--- src/rtl/trace_pkg.sv ---
// rtl/trace_pkg.sv - shared mode, state and tuple definitions for the retire-trace buffer
package trace_pkg;

    localparam logic [1:0] MODE_OFF  = 2'd0;
    localparam logic [1:0] MODE_FIFO = 2'd1;
    localparam logic [1:0] MODE_RING = 2'd2;
    localparam logic [1:0] MODE_TRIG = 2'd3;

    typedef enum logic [1:0] {
        ST_IDLE   = 2'd0,
        ST_RUN    = 2'd1,
        ST_POST   = 2'd2,
        ST_FROZEN = 2'd3
    } trace_state_t;

    localparam int TRACE_PC_W   = 32;
    localparam int TRACE_INST_W = 32;
    localparam int TRACE_ADDR_W = 32;

    // Field order of one stored entry; the buffer packs its RAM words in this same order
    typedef struct packed {
        logic [TRACE_PC_W-1:0]   pc;
        logic [TRACE_INST_W-1:0] inst;
        logic [TRACE_ADDR_W-1:0] addr;
    } trace_tuple_t;

endpackage

--- src/rtl/trace_ram.sv ---
// rtl/trace_ram.sv - trace storage, one synchronous write port and one asynchronous read port
module trace_ram #(
    parameter int DEPTH = 16,
    parameter int WIDTH = 96
) (
    input  logic                     clk_in,
    input  logic                     we,
    input  logic [$clog2(DEPTH)-1:0] waddr,
    input  logic [WIDTH-1:0]         wdata,
    input  logic [$clog2(DEPTH)-1:0] raddr,
    output logic [WIDTH-1:0]         rdata
);

    logic [WIDTH-1:0] mem [DEPTH];

    // Entry contents need no reset: occupancy tracking decides what is readable
    always_ff @(posedge clk_in) begin
        if (we) begin
            mem[waddr] <= wdata;
        end
    end

    assign rdata = mem[raddr];

endmodule

--- src/rtl/trace_capture_buffer.sv ---
// rtl/trace_capture_buffer.sv - retire-trace capture buffer with fifo, ring and pc-trigger modes
module trace_capture_buffer
    import trace_pkg::*;
#(
    parameter int PC_W      = 32,
    parameter int INST_W    = 32,
    parameter int ADDR_W    = 32,
    parameter int DEPTH     = 16,
    parameter int POST_TRIG = 4
) (
    input  logic                       clk_in,
    input  logic                       reset,
    input  logic                       cap_valid,
    input  logic [PC_W-1:0]            cap_pc,
    input  logic [INST_W-1:0]          cap_inst,
    input  logic [ADDR_W-1:0]          cap_addr,
    input  logic [1:0]                 mode,
    input  logic                       arm,
    input  logic [PC_W-1:0]            trig_pc,
    input  logic                       rd_ready,
    output logic                       rd_valid,
    output logic [PC_W-1:0]            rd_pc,
    output logic [INST_W-1:0]          rd_inst,
    output logic [ADDR_W-1:0]          rd_addr,
    output logic [$clog2(DEPTH):0]     count,
    output logic                       overflow,
    output logic                       triggered,
    output logic                       frozen
);

    localparam int PW = $clog2(DEPTH);
    localparam int CW = PW + 1;
    localparam int TW = PC_W + INST_W + ADDR_W;
    localparam logic [CW-1:0] FULL_CNT  = CW'(DEPTH);
    localparam logic [CW-1:0] POST_LOAD = CW'(POST_TRIG);
    localparam logic [CW-1:0] ONE_CNT   = CW'(1);

    trace_state_t      state;
    logic [1:0]        mode_q;
    logic [PC_W-1:0]   trig_pc_q;
    logic [PW-1:0]     wr_ptr;
    logic [PW-1:0]     rd_ptr;
    logic [CW-1:0]     count_q;
    logic [CW-1:0]     post_cnt;
    logic              overflow_q;
    logic              triggered_q;

    logic              running;
    logic              full;
    logic              pop;
    logic              push;
    logic              drop;
    logic              overwrite;
    logic              trig_hit;
    logic [TW-1:0]     wr_data;
    logic [TW-1:0]     rd_data;

    // Per-cycle push/pop decisions; an arm cycle suppresses both
    always_comb begin
        running   = (state == ST_RUN) || (state == ST_POST);
        full      = (count_q == FULL_CNT);
        pop       = (count_q != '0) && rd_ready && !arm;
        drop      = running && cap_valid && !arm && full && !pop && (mode_q == MODE_FIFO);
        push      = running && cap_valid && !arm && !drop;
        // fifo never reaches here when full without a pop, so this is the ring/trigger case
        overwrite = push && full && !pop;
        trig_hit  = push && (state == ST_RUN) && (mode_q == MODE_TRIG) && (cap_pc == trig_pc_q);
    end

    assign wr_data = {cap_pc, cap_inst, cap_addr};

    trace_ram #(
        .DEPTH (DEPTH),
        .WIDTH (TW)
    ) u_ram (
        .clk_in (clk_in),
        .we     (push),
        .waddr  (wr_ptr),
        .wdata  (wr_data),
        .raddr  (rd_ptr),
        .rdata  (rd_data)
    );

    // Control state machine, pointers, occupancy and sticky flags
    always_ff @(posedge clk_in) begin
        if (reset || arm) begin
            wr_ptr      <= '0;
            rd_ptr      <= '0;
            count_q     <= '0;
            post_cnt    <= '0;
            overflow_q  <= 1'b0;
            triggered_q <= 1'b0;
            if (reset) begin
                state     <= ST_IDLE;
                mode_q    <= MODE_OFF;
                trig_pc_q <= '0;
            end else begin
                state     <= (mode != MODE_OFF) ? ST_RUN : ST_IDLE;
                mode_q    <= mode;
                trig_pc_q <= trig_pc;
            end
        end else begin
            if (push) begin
                wr_ptr <= wr_ptr + 1'b1;
            end
            if (pop || overwrite) begin
                rd_ptr <= rd_ptr + 1'b1;
            end
            if (push && !pop && !overwrite) begin
                count_q <= count_q + 1'b1;
            end else if (pop && !push) begin
                count_q <= count_q - 1'b1;
            end
            if (drop || overwrite) begin
                overflow_q <= 1'b1;
            end

            case (state)
                ST_RUN: begin
                    if (trig_hit) begin
                        triggered_q <= 1'b1;
                        post_cnt    <= POST_LOAD;
                        state       <= (POST_TRIG == 0) ? ST_FROZEN : ST_POST;
                    end
                end
                ST_POST: begin
                    if (push) begin
                        post_cnt <= post_cnt - 1'b1;
                        if (post_cnt == ONE_CNT) begin
                            state <= ST_FROZEN;
                        end
                    end
                end
                default: begin
                    state <= state;
                end
            endcase
        end
    end

    assign rd_valid  = (count_q != '0);
    assign {rd_pc, rd_inst, rd_addr} = rd_data;
    assign count     = count_q;
    assign overflow  = overflow_q;
    assign triggered = triggered_q;
    assign frozen    = (state == ST_FROZEN);

endmodule

--- config.mk ---
export PLATFORM = sky130hd
export DESIGN_NAME = trace_capture_buffer
export DESIGN_NICKNAME = d
export VERILOG_FILES = /design/src/rtl/trace_pkg.sv /design/src/rtl/trace_ram.sv /design/src/rtl/trace_capture_buffer.sv
export SDC_FILE = /design/constraint.sdc
export NUM_CORES = 1
export LEC_CHECK = 0
export BUFFER_PORTS_ARGS = -buffer_cell sky130_fd_sc_hd__buf_2
export CAP_MARGIN = 20
export CORE_MARGIN = 1
export CORE_UTILIZATION = 33
export DETAILED_ROUTE_END_ITERATION = 16
export GPL_ROUTABILITY_DRIVEN = 1
export REMOVE_ABC_BUFFERS = 1
export SYNTH_ARGS = -nofsm -noshare
export SYNTH_HDL_FRONTEND = slang
export SYNTH_SLANG_ARGS = --single-unit
--- constraint.sdc ---
create_clock -name clk_in -period 8.9 [get_ports clk_in]
set_input_delay 0.89 -clock clk_in [delete_from_list [all_inputs] [get_ports clk_in]]
set_output_delay 0.89 -clock clk_in [all_outputs]
set_load 0.01 [all_outputs]
; After elaboration in Yosys (flattened, before gate mapping)
; Memories as Yosys holds them, arrays and structs flattened. A register that Yosys moved wholly into a read port is not among the register bits.
; Cells that the tools add are included.
[classes]
muxes = 16
n_eq_ne = 13
addsub = 5
n_reduce_logical = 33
[ops]
columns = operator, n
row1 = 32-bit == test, 1
row2 = 5-bit two-way mux, 4
row3 = 1-bit logical AND, 16
row4 = 5-bit one-hot mux with 2 select lines, 1
row5 = 5-bit by 1-bit subtractor with 5-bit output (second input constant), 2
row6 = 4-bit by 1-bit adder with 4-bit output (second input constant), 2
row7 = 2-bit two-way mux, 4
row8 = 4-bit two-way mux, 2
row9 = 2-bit == test (second input constant), 3
row10 = 3-bit by 2-bit != test with 1-bit output (second input constant), 2
row11 = 2-bit nonzero test, 3
row12 = 5-bit by 1-bit adder with 5-bit output (second input constant), 1
row13 = 5-bit by 1-bit == test with 1-bit output (second input constant), 1
row14 = 5-bit == test (second input constant), 1
row15 = 1-bit zero test, 5
row16 = 5-bit nonzero test, 1
row17 = 2-bit by 1-bit == test with 1-bit output (second input constant), 2
row18 = 1-bit logical OR, 4
row19 = 1-bit two-way mux, 4
row20 = 2-bit != test (second input constant), 2
row21 = 2-bit one-hot mux with 2 select lines, 1
row22 = 4-bit AND reduction, 1
row23 = 3-bit by 1-bit != test with 1-bit output (second input constant), 1
row24 = 3-bit AND reduction, 1
row25 = 2 further kinds, 2
[word_totals]
ram_bits = 1536
memories = 1
ff_bits = 56
elab_cells = 77
in_bits = 135
[memory_table]
columns = memory, depth, width, rd, rd_clocked_by_memory_dff, write_ports, line_no
row1 = u_ram.mem, 16, 96, 1, 1, 1, trace_ram.sv:14  ; logic [WIDTH-1:0] mem [DEPTH];

; Logic depth before layout (Yosys ltp)
; Gate-level depths: netlist of the first run.
[logic_depth]
depth_word = 15
depth_mapped = 14

; Hierarchy
; A second synthesis of the first run with hierarchy kept.
[hier_totals]
hier_cells = 2630
hier_area_um2 = 60352.9
[modules_own_cells]
columns = mod, instances, area_each_um2, seq_area_each_um2, cells_each
row1 = trace_ram, 1, 57433.8, 46124.2, 2364
row2 = trace_capture_buffer, 1, 2919.0, 1481.4, 266

; Worst setup path before layout of the first run
; OpenSTA, ideal clock, no wires.
[synth_path]
path_type = input -> register
from = in arm
to = mem u_ram.mem[4][0], enable pin
path_slack_ps = 4121
arrival_ps = 4313
setup_time_ps = 466
n_path_buf = 2
path_stages = 7
t_required_ps = 8434
path_cell_list = nor3b_2 -> o21a_1 -> buf_2 -> clkbuf_1 -> nand2_1 -> nor2_1 -> and2_1
[synth_between]
elab_chain_len = 9
elab_cells_between_ends = 11
cone_classes = 2 x mux / 9 x reduce/logical
[synth_lines]
columns = element, line_no
row1 = "start, declared", trace_capture_buffer.sv:18  ; input logic arm,
row2 = 1-bit zero test *, "trace_capture_buffer.sv:62, trace_capture_buffer.sv:63, trace_capture_buffer.sv:64"
row3 = "1-bit logical AND, on equally long branches", "trace_capture_buffer.sv:63, trace_capture_buffer.sv:64, trace_capture_buffer.sv:62"
row4 = 1-bit logical AND or 1-bit zero test (tied branches), trace_capture_buffer.sv:63  ; drop = running && cap_valid && !arm && full && !pop && (mode_q == MODE_FIFO);
row5 = 1-bit logical AND (2 in series), trace_capture_buffer.sv:63
row6 = 1-bit zero test, trace_capture_buffer.sv:64  ; push = running && cap_valid && !arm && !drop;
row7 = 1-bit logical AND *, trace_capture_buffer.sv:64
row8 = 1-bit two-way mux *, trace_ram.sv:18  ; if (we) begin
row9 = 1-bit two-way mux (implied by the code) *, trace_ram.sv:19  ; mem[waddr] <= wdata;
row10 = "end, declared", trace_ram.sv:14
; Every way passes the cells marked *; elsewhere a longest branch is shown, timed or not.

==> results of run 1 <==
-- registers in the layout, summed over array words and instances (netlist names), named ones only --
signal	flops
count	5
mode_q	2
overflow	1
post_cnt	5
rd_ptr	4
state	2
trig_pc_q	32
triggered	1
u_ram.mem	1536
wr_ptr	4
-- cell families (layout without fill, tap and decap cells) --
kind of cell	Yosys count	count (layout)	synth area share [%]
AND/OR/NAND/NOR	124	124	1.162
AO/OA/AOI/OAI	31	31	0.3943
XOR/XNOR	42	42	0.6070
multiplexers	487	487	17.96
flip-flops	1596	1596	78.68
buffers and inverters	129	590	0.8960
other	0	1	0
adder cells (fa/ha/maj)	14	14	0.3014
-- synthesized netlist by cell type (all sizes together), types with 2 or more instances --
master	count	area [µm²]
and3	5	31.28
and4	4	35.03
xnor2	5	43.79
a21o	3	23.77
a31oi	5	31.28
nand4	4	25.02
or2	2	12.52
clkbuf	74	277.8
nand3	3	15.01
o21ai	6	41.29
buf	45	227.7
ha	13	162.7
or3	3	20.02
dfxtp	24	480.5
o221ai	2	35.04
a21oi	6	30.03
nor3	4	20.02
o21a	2	15.01
edfxtp	1572	47210
nor2	24	90.09
mux2i	6	60.06
nor2b	35	219.0
inv	9	33.78
mux4	480	10810
nor4	11	75.07
nand2	15	56.30
xor2	37	324.1
and2	9	57.56
-- layout make-up --
| type | instances | area [µm²] |
|---|---|---|
| Clock buffer | 207 | 4350 |
| Timing Repair Buffer | 285 | 1612 |
| Clock inverter | 88 | 759.5 |
| Inverter | 10 | 37.54 |
| Multi-Input combinational cell | 698 | 12440 |
| Sequential cell | 1596 | 47700 |
| Tap cell | 2370 | 2965 |
| Fill cell | 16030 | 111700 |
| Antenna cell | 1 | 2.502 |
-- per-layer routing --
layer	part of all wire [%]	vias up	GRT usage, %	wire (µm)
li1	-	11160	-	-
met5	0.045	-	0	63
met3	5.3	206	3.227	7484
met4	1.9	10	3.664	2644
met2	50	707	25.22	70550
met1	43	14420	20.41	60060
-- path summary, 6_finish.rpt --
| kind | from | endpoint | slack, ns | depth (start not counted) |
|---|---|---|---|---|
| setup / recovery | register | rd_inst[6] | 4.04 | 4 |
| hold / removal | trig_pc[29] | trig_pc_q[29] | 0.37 | 2 |
| setup reg to reg | state[0] | u_ram.mem[7][9] | 4.71 | 9 |
| hold reg to reg | overflow | overflow | 0.48 | 2 |
-- per-stage QoR --
stage	utilization, %	setup slack [ns]	instances	instance area (µm²)	hold WS [ns]
after floorplan	-	-8.849	2304	60100	0.4634
after global placement	35.66	4.351	4958	64730	0.4575
final	38.49	4.042	5255	69870	0.3680
after global routing	38.49	3.723	5254	69870	0.3383
after CTS	38.49	3.841	5254	69870	0.3057
after detailed placement	35.68	4.368	4959	64760	0.4637
-- power by group through the flow --
stage / sequential, W / combinational [W] / clock [W]
6_report: 0.00832 / 0.000439 / 0.00658
5_1_grt: 0.00832 / 0.000481 / 0.00701
4_1_cts: 0.00832 / 0.000454 / 0.00673
3_5_place_dp: 0.00848 / 0.000453 / 0
3_3_place_gp: 0.00848 / 0.000445 / 0
2_1_floorplan: 0.00850 / 0.000234 / 0
-- worst register-to-register path: stages, from the launching register on --
cell and delay, ns:
edfxtp_1 0.37, inv_1 0.06, ha_1 0.31, nor3b_2 0.37
o21a_1 0.19, buf_4 0.25, nand2_1 0.11, nor2_1 0.26
and2_4 0.92, buf_4 0.90
==> impl_results.md, run 1 <==
* NetSw at 0.003123 W
* EDFF count, synth at 1,572
* Synth Register Bits at 1,596
* PD cells at 219.6 mW/mm²
* HP Class: primary input to register
* Required time worst endpoint at 8.01 ns
* Most frequent cell on the critical path: mux4_2
* Clock period minus worst slack at 4.858 ns
* Delay-heaviest family, CP: multiplexers
* P_leak at 21.15 nW
* Die width at 430.5 µm
* Slowest stage delay, CP at 0.95 ns
* Area of the mapped netlist at 0.06060 mm²
* Combinational group share of total power at 2.9%
* Classification of the worst setup path: register to primary output
* Most frequent cells in the layout: 1,572 x edfxtp_1, 480 x mux4_2, 239 x buf_2
* Post-cts resize count at 0
* RSZ-0062 raised after global routing: false
* Final worst-path cycle share at 54.58%
* Final hold vios at 0
* Seq/Total Area, Yosys at 78.68%
* DRT iter0 DRCs at 1,902
* IO Pins at 240
* Max clock buf depth at 3
* Register share of total power at 54.2%
* CP Data Arrival Time at 3.97 ns
* MaxCap Viol Count at 0
* Avg WL per Cell at 26.80 µm
* Final max-slew violation count at 0
* Layout area overhead at 15.29%
* Status: complete, no violations
* H-tree depth at 4
* Share of cells above drive strength 1 at 35.37%
* First-pass GRT wire length at 202.7 mm
* DRC at 0
* Synth Instances at 2,423
* Max frequency at 0.2059 GHz
* Die height at 430.5 µm
* Detailed placement HPWL at 74.51 mm
* Initial core utilization at 33.39%
* TNS Setup at 0 ns
* Largest net degree at the start of global routing at 145
* Crit path max fanout at 43
* Commonest non-fill, non-tap cell in the layout: edfxtp_1
* Setup Fix Bufs, Post-CTS at 0
* Vias per cell at 5.043
* # setup viols final at 0
* DR vias at 26,500
* CTS tree: yes
* Layout net count at 2,904
* Routability Congestion at 0.7035
* DRT Pass-1 Iters at 5
* Pin slew with the least headroom to its limit at 1.101 ns
* Final Total Pwr at 0.01534 W
* Async set-reset flop share out of synthesis at 0%
* Worst skew pair latency at 0.81 ns
* Vias in the first global route at 27,810
* WP buf/inv at 2
* Internal power at 0.01222 W
* Clock slew seen by the registers of the worst setup and hold paths at 0.06 ns
* Core area at 0.1815 mm²
* # hold bufs at CTS at 0
* Yosys warnings at 0
* Crit start category: register
* CP max-delay cell: dfxtp_4
* Routed wire length at 140.8 mm
* Cell Chain, Critical Path: buf_4 -> mux4_2 -> mux4_2 -> buf_2
* Critical Path Sink Type: primary output
* TritonCTS Buffers at 164
* Worst VDD drop at 194.4 µV
* Total track usage at 15.19%
* Rel. slew slack at 26.57%
* Avg Inst Size Synth at 25.01 µm²
* FP Rows at 156
* Initial antenna violation count at 24
* Port Buffers at 239
* TritonCTS Sinks at 1,596
* Die ar. at 0.1854 mm²
* Primary FF master, synth: edfxtp_1
* Unique masters post-synth at 52
* Clock network power share at 42.9%
* Total grt overflow at 0
* Root Buffer: clkbuf_16
* Post-route ant nets at 0
* Sw Ratio at 20.36%
* Fin Clk Skew at 0.04011 ns
(Power assumes the default switching activity.)
==> run 2, diff against run 1 <==
==> constraint.sdc (replaced) <==
create_clock -name clk_in -period 4.7 [get_ports clk_in]
set_input_delay 0.47 -clock clk_in [delete_from_list [all_inputs] [get_ports clk_in]]
set_output_delay 0.47 -clock clk_in [all_outputs]
set_load 0.01 [all_outputs]
==> run 2 against run 1 <==
  * Flip-flop and latch count did not move
  * Worst setup slack got worse by 3.3 ns
  * Cell count rose by 2.2%
  * Worst hold slack got worse by 0.29 ns
  * Critical endpoint is now rd_inst[0]
  * Largest cell class unchanged
  * Largest power group unchanged
  * Highest routed layer unchanged
==> impl_results.md, run 2 (synthesized netlist as in run 1, its figures left out) <==
* Status: complete, no violations (unchanged)
* Min Hold Slack at 0.07665 ns (was 0.3680 ns)
* TritonCTS Buffers at 162 (was 164)
* Total grt overflow at 0 (unchanged)
* DR vias at 26,950 (was 26,500)
* Detailed placement HPWL at 80.21 mm (was 74.51 mm)
* Most frequent cells in the layout: 1,572 x edfxtp_1, 480 x mux4_2, 240 x buf_2 (was 1,572 x edfxtp_1, 480 x mux4_2, 239 x buf_2)
* Hold-critical path endpoint: u_ram.mem[11][55] (was trig_pc_q[29])
* Crit start category: register (unchanged)
* Routed wire length at 145.3 mm (was 140.8 mm)
* Vias in the first global route at 28,710 (was 27,810)
* Layout area overhead at 17.48% (was 15.29%)
* Required time worst endpoint at 4.23 ns (was 8.01 ns)
* Initial antenna violation count at 10 (was 24)
* Port Buffers at 239 (unchanged)
* DRT Pass-1 Iters at 5 (unchanged)
* Flop2flop setup slack at 1.15 ns (was 4.71 ns)
* Root Buffer: clkbuf_16 (unchanged)
* Die ar. at 0.1854 mm² (unchanged)
* H-tree depth at 4 (unchanged)
* # setup viols final at 0 (unchanged)
* Reg2reg end: count[4] (was u_ram.mem[7][9])
* Avg WL per Cell at 27.06 µm (was 26.80 µm)
* Final hold vios at 0 (unchanged)
* DRT iter0 DRCs at 2,478 (was 1,902)
* Worst VDD drop at 289.6 µV (was 194.4 µV)
* Share of cells above drive strength 1 at 35.05% (was 35.37%)
* Pin slew with the least headroom to its limit at 1.006 ns (was 1.101 ns)
* Core area at 0.1815 mm² (unchanged)
* Layout net count at 3,019 (was 2,904)
* Post-cts resize count at 0 (unchanged)
* Max clock buf depth at 3 (unchanged)
* CP Data Arrival Time at 3.48 ns (was 3.97 ns)
* Final worst-path cycle share at 84.03%
* Regs by FF count: u_ram.mem (1536), trig_pc_q (32) (unchanged)
* Worst skew pair latency at 0.79 ns (was 0.81 ns)
* MaxCap Viol Count at 0 (unchanged)
* DRC at 0 (unchanged)
* Final max-slew violation count at 0 (unchanged)
* Largest net degree at the start of global routing at 100 (was 145)
* Classification of the worst setup path: register to primary output (unchanged)
* Max frequency at 0.2532 GHz
* FP Rows at 156 (unchanged)
* P_leak at 21.69 nW (was 21.15 nW)
* TritonCTS Sinks at 1,596 (unchanged)
* IO Pins at 240 (unchanged)
* Routability Congestion at 0.7218 (was 0.7035)
* Number of flip-flops under the largest register name at 1,536 (unchanged)
* Number of fill cells at 16,000 (was 16,030)
* Finished Core Util at 39.22% (was 38.49%)
* Most flops, register: u_ram.mem (unchanged)
* Worst r2r src: state[0] (unchanged)
* Critical Path Sink Type: primary output (unchanged)
* Area of the multi-input gates at 0.01243 mm² (was 0.01244 mm²)
* First-pass GRT wire length at 209.4 mm (was 202.7 mm)
* Clock period minus worst slack at 3.949 ns
* Total track usage at 15.79% (was 15.19%)
* WHS Path Cells at 1 (was 2)
* Vias per cell at 5.017 (was 5.043)
* Rel. slew slack at 32.29% (was 26.57%)
* Register Area at 0.04770 mm² (unchanged)
* Hold path start: cap_inst[23] (was trig_pc[29])
* CTS tree: yes (unchanged)
* Fin Clk Skew at 0.03063 ns (was 0.04011 ns)
* Commonest non-fill, non-tap cell in the layout: edfxtp_1 (unchanged)
* Crit path max fanout at 40 (was 43)
* Final Total Pwr at 0.02874 W (was 0.01534 W)
* Die width at 430.5 µm (unchanged)
* HP Class: primary input to register (unchanged)
* PD cells at 403.7 mW/mm² (was 219.6 mW/mm²)
* Initial core utilization at 33.39% (unchanged)
* Clock slew seen by the registers of the worst setup and hold paths at 0.06 ns (about the same)
* R2r worst-path depth at 12 (was 9)
* Post-route ant nets at 0 (unchanged)
* RSZ-0062 raised after global routing: false (unchanged)
* Die height at 430.5 µm (unchanged)
-- run 2: cell types whose count changed in the layout (fill, tap and decap cells not counted), sizes merged --
cell         before  now
clkbuf          207  204
clkinvlp          6    8
clkinv           61   71
dlygate4sd3       0   77
buf             285  325
diode             1    5
bufinv           10    6
inv              21   11
-- run 2: critical path, stage by stage, from the launching register on --
cell     delay (ns)
dfxtp_4        0.76
buf_4          0.32
buf_12         0.33
mux4_2         0.55
mux4_2         0.52
buf_2          0.17
-- run 2: layout make-up --
cell class              count  area share, %
flip-flops and latches   1596          67.00
multi-input cells         698          17.45
clock buffers             204          6.065
repair buffers            402          4.421
well taps                2370          4.165
clock inverters            86         0.8295
inverters                  10        0.05272
diodes                      5        0.01757
-- run 2: how the worst max path moves through the flow --
stage,slack [ns],endpoint,depth (start not counted),from
after floorplan,-12.63,rd_addr[0],2,register
after global placement,1.14,count[4],12,state[0]
after detailed placement,1.19,count[4],12,state[0]
after CTS,0.57,rd_inst[0],5,register
after global routing,0.51,rd_addr[3],5,register
final,0.75,rd_inst[0],5,register
-- run 2: stage by stage --
stage | cell area (µm²) | TNS [ns] | cells | worst slack, ns
CTS | 71190 | 0 | 5366 | 0.5705
global route | 71190 | 0 | 5368 | 0.5127
global placement | 65500 | 0 | 4998 | 1.144
floorplan | 60100 | -1212.39 | 2304 | -12.63
finish | 71200 | 0 | 5371 | 0.7508
detailed placement | 65510 | 0 | 4999 | 1.192
-- run 2: metal layers --
metal / vias up / part of all wire, % / track usage [%]
met2: 711 / 49 / 25.58
li1: 11400 / - / -
met5: - / 0.0096 / 0
met4: 2 / 2.2 / 4.393
met1: 14640 / 44 / 21.58
met3: 191 / 5.0 / 3.269
-- run 2: report_power, final --
group          leakage [nW]  switching, W  internal, W
Sequential             14.4     0.0000319       0.0157
Clock                  2.39       0.00529      0.00681
Combinational          4.91      0.000539     0.000354
-- run 2: timing repair --
action,CTS,global route
buffers inserted,0,0
hold buffers,77,0
endpoints found under the hold margin,606,0
==> run 3, diff against run 2 <==
--- a/config.mk
+++ b/config.mk
@@ -5,6 +5,7 @@
 export SDC_FILE = /design/constraint.sdc
 export NUM_CORES = 1
 export LEC_CHECK = 0
+export ABC_AREA = 1
 export BUFFER_PORTS_ARGS = -buffer_cell sky130_fd_sc_hd__buf_2
 export CAP_MARGIN = 20
 export CORE_MARGIN = 1
==> constraint.sdc (replaced) <==
create_clock -name clk_in -period 3.9 [get_ports clk_in]
set_input_delay 0.39 -clock clk_in [delete_from_list [all_inputs] [get_ports clk_in]]
set_output_delay 0.39 -clock clk_in [all_outputs]
set_load 0.01 [all_outputs]
==> run 3 against run 2 <==
  * Clock power increased by 24%
  * Die area grew 5.8%
  * Cell area is 5.3% higher
==> impl_results.md, run 3 <==
* Unique masters post-synth at 32 (was 52)
* DR vias at 36,700 (was 26,950)
* Final hold vios at 0 (unchanged)
* Setup Fix Bufs, Post-CTS at 0 (unchanged)
* Post-Place Cells at 7,002 (was 4,999)
* DRC at 0 (unchanged)
* Largest area contributor in the netlist: edfxtp_1 (unchanged)
* Post-route worst setup slack at 0.4327 ns (was 0.7508 ns)
* Synth Area in Adders at 0.2848% (was 0.3014%)
* Mux cell area share after synthesis at 5.992% (was 17.96%)
* Cell Chain, Critical Path: buf_12 -> buf_12 -> buf_4 -> a21oi_1 -> o21ai_0 -> o21ai_0 -> o211ai_1 -> nand2_1 -> buf_2 (was buf_4 -> buf_12 -> mux4_2 -> mux4_2 -> buf_2)
* Yosys warnings at 0 (unchanged)
* EDFF count, synth at 1,572 (unchanged)
* Routed wire length at 162.2 mm (was 145.3 mm)
* Finished Core Util at 38.87% (was 39.22%)
* Largest family of logic cells by synthesized area: compound AO/OA/AOI/OAI gates (was multiplexers)
* Max clock buf depth at 3 (unchanged)
* HP Class: primary input to register (unchanged)
* Root Buffer: clkbuf_16 (unchanged)
* DRT Pass-1 Iters at 6 (was 5)
* Synth Instances at 4,423 (was 2,423)
* Most frequent cells after synthesis: 1,572 x edfxtp_1, 458 x inv_1, 399 x a21oi_1, 384 x mux2i_1, 384 x o211ai_1 (was 1,572 x edfxtp_1, 480 x mux4_2, 74 x clkbuf_1, 41 x buf_2, 37 x xor2_1)
* Avg Inst Size Synth at 14.50 µm² (was 25.01 µm²)
* Initial antenna violation count at 13 (was 10)
* Synth Area in XOR/XNOR at 0.3960% (was 0.6070%)
* Cell with the most instances after synthesis: edfxtp_1 (unchanged)
* Largest cells by area after synthesis: edfxtp_1 74%, mux2i_1 6.0%, o211ai_1 4.5% (was edfxtp_1 78%, mux4_2 18%, dfxtp_1 0.79%)
* Pre-CTS WS at 0.8686 ns (was 1.192 ns)
* Clock period minus worst slack at 3.467 ns
* Async set-reset flop share out of synthesis at 0% (unchanged)
* Final Non-Filler Cells at 7,420 (was 5,371)
* Worst skew pair latency at 0.78 ns (was 0.79 ns)
* Primary FF master, synth: edfxtp_1 (unchanged)
* Synth Register Bits at 1,596 (unchanged)
* CP max-delay cell: dfxtp_4 (unchanged)
* Seq/Total Area, Yosys at 74.34% (was 78.68%)
* Die width at 442.9 µm (was 430.5 µm)
* Crit path max fanout at 34 (was 40)
* Met3 Track Usage GR at 3.100% (was 3.269%)
* RSZ-0062 raised after global routing: false (unchanged)
* Crit start category: register (unchanged)
* Top-area cell type share of the netlist area at 73.59% (was 77.89%)
* TritonCTS Buffers at 162 (unchanged)
* Detailed placement HPWL at 84.66 mm (was 80.21 mm)
* IO Pins at 240 (unchanged)
* Share of cells above drive strength 1 at 12.14% (was 35.05%)
* Vias in the first global route at 36,270 (was 28,710)
* FP Rows at 161 (was 156)
* Number of fill cells at 17,750 (was 16,000)
* Initial core utilization at 33.27% (was 33.39%)
* Most flops, register: u_ram.mem (unchanged)
* DRT iter0 DRCs at 2,990 (was 2,478)
* First-pass GRT wire length at 238.7 mm (was 209.4 mm)
* Total grt overflow at 0 (unchanged)
* Grt peak-use layer: met2 (unchanged)
* Core area at 0.1928 mm² (was 0.1815 mm²)
* Classification of the worst setup path: register to primary output (unchanged)
* Flop2flop setup slack at 0.83 ns (was 1.15 ns)
* Commonest non-fill, non-tap cell in the layout: edfxtp_1 (unchanged)
* Layout area overhead at 16.83% (was 17.48%)
* Critical Path Sink Type: primary output (unchanged)
* Synth Area in Compound Gates at 11.23% (was 0.3943%)
* Avg WL per Cell at 21.87 µm (was 27.06 µm)
* Number of flip-flops under the largest register name at 1,536 (unchanged)
* Slowest stage delay, CP at 0.62 ns (was 0.76 ns)
* Worst VDD drop at 271.8 µV (was 289.6 µV)
* Total track usage at 16.22% (was 15.79%)
* H-tree depth at 4 (unchanged)
* Clock slew seen by the registers of the worst setup and hold paths at 0.06 ns (about the same)
* Rel. slew slack at 34.05% (was 32.29%)
* # setup viols final at 0 (unchanged)
* P_leak at 24.48 nW (was 21.69 nW)
* Fin Clk Skew at 0.02175 ns (was 0.03063 ns)
* Die height at 442.9 µm (was 430.5 µm)
* Layout net count at 4,914 (was 3,019)
* M1 GR Usage at 21.64% (was 21.58%)
* Status: complete, no violations (unchanged)
* Regs by FF count: u_ram.mem (1536), trig_pc_q (32) (unchanged)
* Largest net degree at the start of global routing at 139 (was 100)
* Pin slew with the least headroom to its limit at 0.9893 ns (was 1.006 ns)
* Vias per cell at 4.945 (was 5.017)
* CP Data Arrival Time at 3.08 ns (was 3.48 ns)
* Final max-slew violation count at 0 (unchanged)
* Port Buffers at 239 (unchanged)
* Simple-gate share of the synthesized area at 2.764% (was 1.162%)
* Post-route ant nets at 0 (unchanged)
* TNS Setup at 0 ns (unchanged)
* Final worst-path cycle share at 88.90%
* Die ar. at 0.1961 mm² (was 0.1854 mm²)
* Max frequency at 0.2884 GHz
* PD cells at 477.1 mW/mm² (was 403.7 mW/mm²)
* TritonCTS Sinks at 1,596 (unchanged)
* Final Total Pwr at 0.03576 W (was 0.02874 W)
* Required time worst endpoint at 3.51 ns (was 4.23 ns)
* Area of the mapped netlist at 0.06414 mm² (was 0.06060 mm²)
* MaxCap Viol Count at 0 (unchanged)
* Met2 GRT Util at 26.77% (was 25.58%)
* Routability Congestion at 0.7428 (was 0.7218)
* CTS tree: yes (unchanged)
* Most frequent cells in the layout: 1,572 x edfxtp_1, 457 x inv_1, 399 x a21oi_1 (was 1,572 x edfxtp_1, 480 x mux4_2, 240 x buf_2)
==> run 3: cell types whose count changed after synthesis, sizes merged, moves of 22 or more <==
cell    previous run  this run
clkbuf            74       140
o21ai              6       461
buf               45       143
nor2              24        80
mux4             480         0
o211ai             0       384
nand2             15       177
mux2i              6       384
inv                9       459
a21oi              6       399
nor2b             35         0
xnor2              5        27
xor2              37         2
nand3              3       141
==> run 3: path summary, 6_finish.rpt <==
path,startpoint,endpoint,cells after the start
max,register,rd_pc[19],9
min,cap_pc[23],u_ram.mem[5][87],1
max reg2reg,state[0],u_ram.mem[5][4],10
min reg2reg,post_cnt[1],post_cnt[1],2
==> run 3: timing repair <==
| action | CTS | global route |
|---|---|---|
| hold endpoints to repair | 1423 | 0 |
| setup endpoints to repair | 0 | 0 |
| hold buffers | 125 | 0 |
| resized for setup | 0 | 0 |
==> run 3: final cells by class <==
type,count,area (µm²),share of cell area (%)
Inverter,461,1748,2.332
Timing Repair Buffer,461,3851,5.139
Clock buffer,202,4374,5.837
Multi-Input combinational cell,2083,13370,17.85
Clock inverter,88,721.9,0.9634
Antenna cell,3,7.507,0.01002
Tap cell,2526,3161,4.218
Sequential cell,1596,47700,63.65
==> run 3: report_power, final <==
group	internal, W	leakage [nW]	total (W)	switching (W)
combinational	0.000597	7.58	0.00173	0.00114
clock	0.00866	2.50	0.0150	0.00636
sequential	0.0190	14.4	0.0190	0.0000542
==> run 3: per-stage QoR <==
stage               hold slack [ns]  area (µm²)
floorplan                    0.4411       62670
global placement             0.4765       68580
detailed placement           0.4680       68580
CTS                        0.008428       74930
global route                0.03941       74940
finish                      0.07965       74940
==> run 3: routing by layer <==
metal  share of wire (%)  up-vias  routed length (µm)
met3                 5.3      233                8666
met5               0.043        -                  69
met4                 2.4       10                3895
li1                    -    17210                   -
met2                  48      953               78590
met1                  44    18290               71020
==> run 3: critical path, delay by kind of cell, from the launching register on <==
family / cells / cell delay (ns)
AO/OA/AOI/OAI: 4 / 0.55
AND/OR/NAND/NOR: 1 / 0.13
buffers and inverters: 4 / 0.95
flip-flops: 1 / 0.62
==> run 3: logic make-up (layout without fill, tap and decap cells) <==
logic type,Yosys count,count (layout)
buffers and inverters,744,1212
DFF,1596,1596
adders and majority gates,14,14
and+or+nand+nor,410,410
other,0,3
AOI/OAI and AO/OA,1246,1246
xor gates and xnor gates,29,29
muxes,384,384
